--- src/rtl/text_pkg.sv ---
// Shared constants and arbiter state encoding for the text line scheduler.
// Imported by rr_arbiter2 and text_slot_scheduler.
package text_pkg;
  localparam int SLOT_W = 8;
  localparam int SLOT_H = 16;
  localparam int ASCII_W = 7;
  localparam logic [ASCII_W-1:0] ASCII_SPACE = 7'h20;

  typedef enum logic {
    ST_IDLE  = 1'b0,
    ST_GRANT = 1'b1
  } arb_state_t;
endpackage

--- src/rtl/rr_arbiter2.sv ---
// Two-way round-robin arbiter with an IDLE/GRANT handshake FSM.
// gnt is a registered one-cycle pulse; sel names the granted requester.
module rr_arbiter2
  import text_pkg::*;
(
  input  logic       clk,
  input  logic       reset,
  input  logic [1:0] req,
  output logic [1:0] gnt,
  output logic       sel
);
  arb_state_t state;
  logic ptr;
  logic pick;

  // Contention follows the pointer; a lone request wins outright.
  always_comb pick = (req == 2'b11) ? ptr : req[1];

  always_ff @(posedge clk) begin
    if (reset) begin
      state <= ST_IDLE;
      ptr   <= 1'b0;
      gnt   <= 2'b00;
      sel   <= 1'b0;
    end else begin
      unique case (state)
        ST_IDLE: begin
          if (|req) begin
            state <= ST_GRANT;
            sel   <= pick;
            gnt   <= pick ? 2'b10 : 2'b01;
            ptr   <= ~pick;
          end
        end
        ST_GRANT: begin
          state <= ST_IDLE;
          gnt   <= 2'b00;
        end
      endcase
    end
  end
endmodule

--- src/rtl/text_slot_scheduler.sv ---
// Text line owner: arbitrated writes, per-frame commit, pixel pipeline.
// Optional cursor blink when CURSOR_BLINK_EN is defined.
module text_slot_scheduler
  import text_pkg::*;
#(
  parameter int CHARS        = 16,
  parameter int X0           = 80,
  parameter int Y0           = 80,
  parameter int V_ACTIVE     = 480,
  parameter int BLINK_FRAMES = 30,
  localparam int IDXW        = $clog2(CHARS)
) (
  input  logic            clk,
  input  logic            reset,
  input  logic [9:0]      x,
  input  logic [9:0]      y,
  input  logic [1:0]      req,
  input  logic [IDXW-1:0] wr_slot0,
  input  logic [IDXW-1:0] wr_slot1,
  input  logic [6:0]      wr_char0,
  input  logic [6:0]      wr_char1,
  output logic [1:0]      gnt,
  output logic [6:0]      ascii,
  output logic            disp,
  output logic [3:0]      row_d,
  output logic [2:0]      col_d,
  input  logic [IDXW-1:0] cursor_slot,
  output logic            cursor_inv
);
  localparam logic [9:0] X_LO = 10'(X0);
  localparam logic [9:0] X_HI = 10'(X0 + SLOT_W*CHARS - 1);
  localparam logic [9:0] Y_LO = 10'(Y0);
  localparam logic [9:0] Y_HI = 10'(Y0 + SLOT_H - 1);
  localparam logic [9:0] Y_VA = 10'(V_ACTIVE);

  logic [6:0] pending [CHARS];
  logic [6:0] display [CHARS];

  logic            sel;
  logic            wr_en;
  logic [IDXW-1:0] wr_idx;
  logic [6:0]      wr_dat;
  logic            commit;
  logic            in_line;
  logic            in_slot;
  logic [9:0]      off;
  logic [IDXW-1:0] slot;
  logic            unused_off;

  rr_arbiter2 u_arb (
    .clk   (clk),
    .reset (reset),
    .req   (req),
    .gnt   (gnt),
    .sel   (sel)
  );

  assign wr_en  = |gnt;
  assign wr_idx = sel ? wr_slot1 : wr_slot0;
  assign wr_dat = sel ? wr_char1 : wr_char0;
  assign commit = (y == Y_VA) && (x == 10'd0);

  assign in_line = (y >= Y_LO) && (y <= Y_HI);
  assign in_slot = (x >= X_LO) && (x <= X_HI);
  // Offset is only meaningful inside the window, so no wrap is seen.
  assign off  = x - X_LO;
  assign slot = off[IDXW+2:3];
  assign unused_off = ^{off[9:IDXW+3], off[2:0]};

  always_ff @(posedge clk) begin
    if (reset) begin
      for (int i = 0; i < CHARS; i++) begin
        pending[i] <= ASCII_SPACE;
        display[i] <= ASCII_SPACE;
      end
    end else begin
      if (wr_en) pending[wr_idx] <= wr_dat;
      // Display takes the pre-write snapshot of pending.
      if (commit) begin
        for (int i = 0; i < CHARS; i++) display[i] <= pending[i];
      end
    end
  end

  always_ff @(posedge clk) begin
    if (reset) begin
      ascii <= ASCII_SPACE;
      disp  <= 1'b0;
      row_d <= 4'd0;
      col_d <= 3'd0;
    end else begin
      ascii <= in_slot ? display[slot] : ASCII_SPACE;
      disp  <= in_line && in_slot;
      row_d <= y[3:0];
      col_d <= x[2:0];
    end
  end

`ifdef CURSOR_BLINK_EN
  localparam int BW = $clog2(BLINK_FRAMES + 1);

  logic [BW-1:0] blink_cnt;
  logic          phase;

  always_ff @(posedge clk) begin
    if (reset) begin
      blink_cnt  <= '0;
      phase      <= 1'b0;
      cursor_inv <= 1'b0;
    end else begin
      if (commit) begin
        if (blink_cnt == BW'(BLINK_FRAMES - 1)) begin
          blink_cnt <= '0;
          phase     <= ~phase;
        end else begin
          blink_cnt <= blink_cnt + 1'b1;
        end
      end
      cursor_inv <= phase && in_line && in_slot && (slot == cursor_slot);
    end
  end
`else
  localparam int unused_blink = BLINK_FRAMES;
  logic unused_cursor;

  assign unused_cursor = ^cursor_slot;
  assign cursor_inv    = 1'b0;
`endif
endmodule

--- config.mk ---
export PLATFORM = sky130hd
export DESIGN_NAME = text_slot_scheduler
export DESIGN_NICKNAME = d
export VERILOG_FILES = /design/src/rtl/text_pkg.sv /design/src/rtl/rr_arbiter2.sv /design/src/rtl/text_slot_scheduler.sv
export SDC_FILE = /design/constraint.sdc
export NUM_CORES = 1
export LEC_CHECK = 0
export BUFFER_PORTS_ARGS = -buffer_cell sky130_fd_sc_hd__buf_2
export CAP_MARGIN = 10
export CORE_ASPECT_RATIO = 0.6
export CORE_MARGIN = 2
export CORE_UTILIZATION = 60
export CTS_BUF_LIST = sky130_fd_sc_hd__clkbuf_8 sky130_fd_sc_hd__clkbuf_16
export DETAILED_ROUTE_END_ITERATION = 6
export GPL_TIMING_DRIVEN = 0
export MAX_ROUTING_LAYER = met4
export PLACE_DENSITY_LB_ADDON = 0.25
export SETUP_SLACK_MARGIN = 0.4
export SLEW_MARGIN = 40
export SYNTH_ARGS = -nofsm -noshare
export SYNTH_HDL_FRONTEND = slang
export SYNTH_HIERARCHICAL = 1
export SYNTH_SLANG_ARGS = --single-unit
--- constraint.sdc ---
create_clock -name clk -period 7.8 [get_ports clk]
set_clock_uncertainty 0.05 [all_clocks]
set_input_delay 0.39 -clock clk [delete_from_list [all_inputs] [get_ports clk]]
set_output_delay 0.39 -clock clk [all_outputs]
set_load 0.02 [all_outputs]
==> summary.md <==
| Metric | Value |
|---|---|
| Status | `finished clean` |
| HP Class | `in2reg` |
| Die width | `171 µm` |
| Simple-Gate Fraction of Synth Area | `0.158` |
| Post-synthesis mux area share | `0.0721` |
| Buf+Inv Stages, Crit Path | `2` |
| CTS Hold Bufs | `0` |
| Core area | `16400 µm²` |
| Post-synthesis xor/xnor area fraction | `0.00174` |
| Vias/cell | `5.96` |
| Post-Route Utilization | `0.710` |
| Port bufs | `61` |
| Worst Path Required | `7900 ps` |
| Worst vdd ir | `0.165 mV` |
| Syn-to-layout area delta | `15.1%` |
| Drt pass-1 iters | `5` |
| Compound-cell area share of the yosys netlist | `0.0383` |
| Cell variety after synth | `49` |
| Combinational family with the most area after synthesis | `simple AND/OR/NAND/NOR gates` |
| Setup Fix Bufs, Post-CTS | `0` |
| Hold Path Cell Cnt | `2` |
| CP max stage delay | `560 ps` |
| NetSw | `0.605 mW` |
| Pre-CTS setup slack | `4200 ps` |
| Layout cells sized above 1 | `0.172` |
| Vias post-DR | `6066` |
| DP Wirelength | `15900 µm` |
| Total GRT Usage | `0.268` |
| Relative slew slack | `0.385` |
| Sequential power share | `0.522` |
| Final worst path period share | `0.353` |
| Initial Util | `0.617` |
| Yosys reg bits | `244` |
| Commonest non-fill, non-tap cell in the layout | `edfxtp_1` |
| M3 GR Usage | `0.0483` |
| Initial antenna violation count | `0` |
| Worst Path Arrival | `2860 ps` |
| Routed Antenna Nets | `0` |
| Final Max Tran Viols | `0` |
| Final Hold Viols | `0` |
| Fin crit period | `2750 ps` |
| DRC | `0` |
| Net Count, Synth | `736` |
| Worst path slowest cell | `o22ai_1` |
| Number of DRC markers in iteration 0 | `742` |
| Total gr overflow | `0` |
| CTS Buf Count | `22` |
| Crit start category | `register` |
| Clock transition at path regs | `60 ps` |
| Power Dens Cells | `245 nW/µm²` |
| Cells after DPL | `979` |
| R2R cell count | `6` |
| Crit path depth | `6` |
| First-pass GRT wire length | `34100 µm` |
| P_int | `2.24 mW` |
| Cell count after synthesis | `684` |
| H-tree Lvls | `1` |
| # resized after CTS | `0` |
| Final std cells w/o fill | `1018` |
| Post-Route WL | `22200 µm` |
| Max clock buf depth | `3` |
| Die area | `17900 µm²` |
| Seq/Total Area, Yosys | `0.707` |
| Setup WS post-layout | `5050 ps` |
| Vias in the first global route | `5829` |
| CTS tree | `yes` |
| Met2 usage | `0.374` |
| Average size of a mapped cell | `14.7 µm²` |
| Clk Latency, worst-skew pair | `510 ps` |
| GRT busiest layer | `met1` |
| Final #Nets | `828` |
| Largest net degree at the start of global routing | `22` |
| CP Max Fanout | `10` |
| Met1 usage | `0.411` |
| DR WL/cell | `21.8 µm` |
| F_max | `0.363 GHz` |
| Root Buffer Master | `clkbuf_16` |
| Worst slew pin tran | `897 ps` |
| Setup crit end kind | `register` |
| Clock network power share | `0.407` |
| CP cell instances | `buf_2 -> buf_4 -> nand2_1 -> o22ai_1 -> nand3_1 -> nand2b_1` |
| Pleak | `4.18 nW` |
| Commonest non-fill, non-tap cells in the layout | `edfxtp_1 (224), nor2_1 (101), buf_2 (63), and2_1 (60), nor2b_1 (47)` |
| Net Sw Frac | `0.213` |
| Netlist Area Pre-Place | `10100 µm²` |
| Final setup vio count | `0` |
| Maxcap violations | `0` |
| Chip height | `104 µm` |
| Total I/O pin count | `68` |
| Worst setup path category | `reg2reg` |
| Warnings from Yosys | `6` |
| Core Rows | `36` |
| Combinational power share | `0.071` |
| Unrepaired setup endpoints after global routing | `no` |
| Sink Count | `244` |
| CP delay by family, top | `simple AND/OR/NAND/NOR gates` |
| GPL Wtd Cong | `0.828` |
| Adder-cell share of the synthesized area | `0.00248` |
[metrics by stage]
step	setup TNS, ps	hold WS, ps	total power [mW]	instance area [µm²]
2_1_floorplan	0	384	1.63	10100
3_3_place_gp	-175990	405	1.70	10700
3_5_place_dp	0	415	1.71	10800
4_1_cts	0	49.2	2.84	11600
5_1_grt	0	62.9	2.91	11600
6_report	0	62.4	2.84	11600
[synth_stat cells (all sizes together)]
cell    count  area (µm²)
o31a        1        17.5
inv         5        18.8
o21ai       8        40.0
nand3      16        80.1
edfxtp    224        6730
and4b       1        10.0
mux2i      37         374
nor3b       1        12.5
nand2b     30         188
o32ai       2        32.5
or3         1        6.26
conb        1        3.75
a22o        1        8.76
a221oi     14         123
buf        10        96.3
mux2        1        11.3
and2       61         382
xnor2       1        8.76
nand2      14        52.6
nand4       6        37.5
clkbuf     24        90.1
or2         6        37.5
and2b       1        8.76
a21boi      1        7.51
a22oi       7        52.6
dfxtp      20         400
nor2b      47         294
a211oi      8        65.1
mux4       14         342
nor2      101         379
nor4        1        21.3
xor2        1        8.76
nor3        6        35.0
ha          2        25.0
o21bai      3        22.5
o22ai       2        12.5
or4b        1        10.0
a21oi       1        5.00
nor4b       3        41.3
[final timing paths]
check,slack [ps],start,end
max reg2reg,5050,u_arb/sel,pending[14][5]
max,5050,u_arb/sel,pending[14][5]
min reg2reg,430,u_arb/ptr,u_arb/ptr
min,60,y[1],row_d[1]
[sequential cells by signal, indices dropped and copies added, names as in the netlist]
register and count:
u_arb/sel 1, col_d 3, ascii 7, disp 1, u_arb/ptr 1, u_arb/gnt 2, pending 112, display 112
u_arb/state 1, row_d 4
[metal layers]
layer / share of wire / routed length [µm] / up-vias
li1: - / - / 2689
met1: 0.44 / 9740 / 3002
met2: 0.44 / 9690 / 340
met3: 0.11 / 2330 / 35
met4: 0.019 / 415 / 0
met5: 0 / 0 / -
[power by group through the flow]
stage,clock (mW),sequential [mW],combinational (mW)
after floorplan,0,1.52,0.115
after global placement,0,1.52,0.182
after detailed placement,0,1.51,0.198
after CTS,1.16,1.49,0.199
after global routing,1.21,1.49,0.216
final,1.16,1.49,0.201
[kinds of logic (layout without fill, tap and decap cells)]
group	after synthesis	count (layout)
other	1	2
flip-flops	244	244
adder cells (fa/ha/maj)	2	2
buffers and inverters	39	144
XOR/XNOR	2	2
AND/OR/NAND/NOR	296	296
multiplexers	52	52
AO/OA/AOI/OAI	48	48
[area by class of cell]
cell class | count | area, µm²
sequential | 244 | 7130
clock inverter | 14 | 191
multi-input combinational | 401 | 2770
inverter | 5 | 18.8
fill | 1043 | 4740
tap | 228 | 285
buffer | 34 | 186
timing repair buffer | 68 | 453
clock buffer | 23 | 576
antenna | 1 | 2.50
Power figures use the tool's default switching activity.
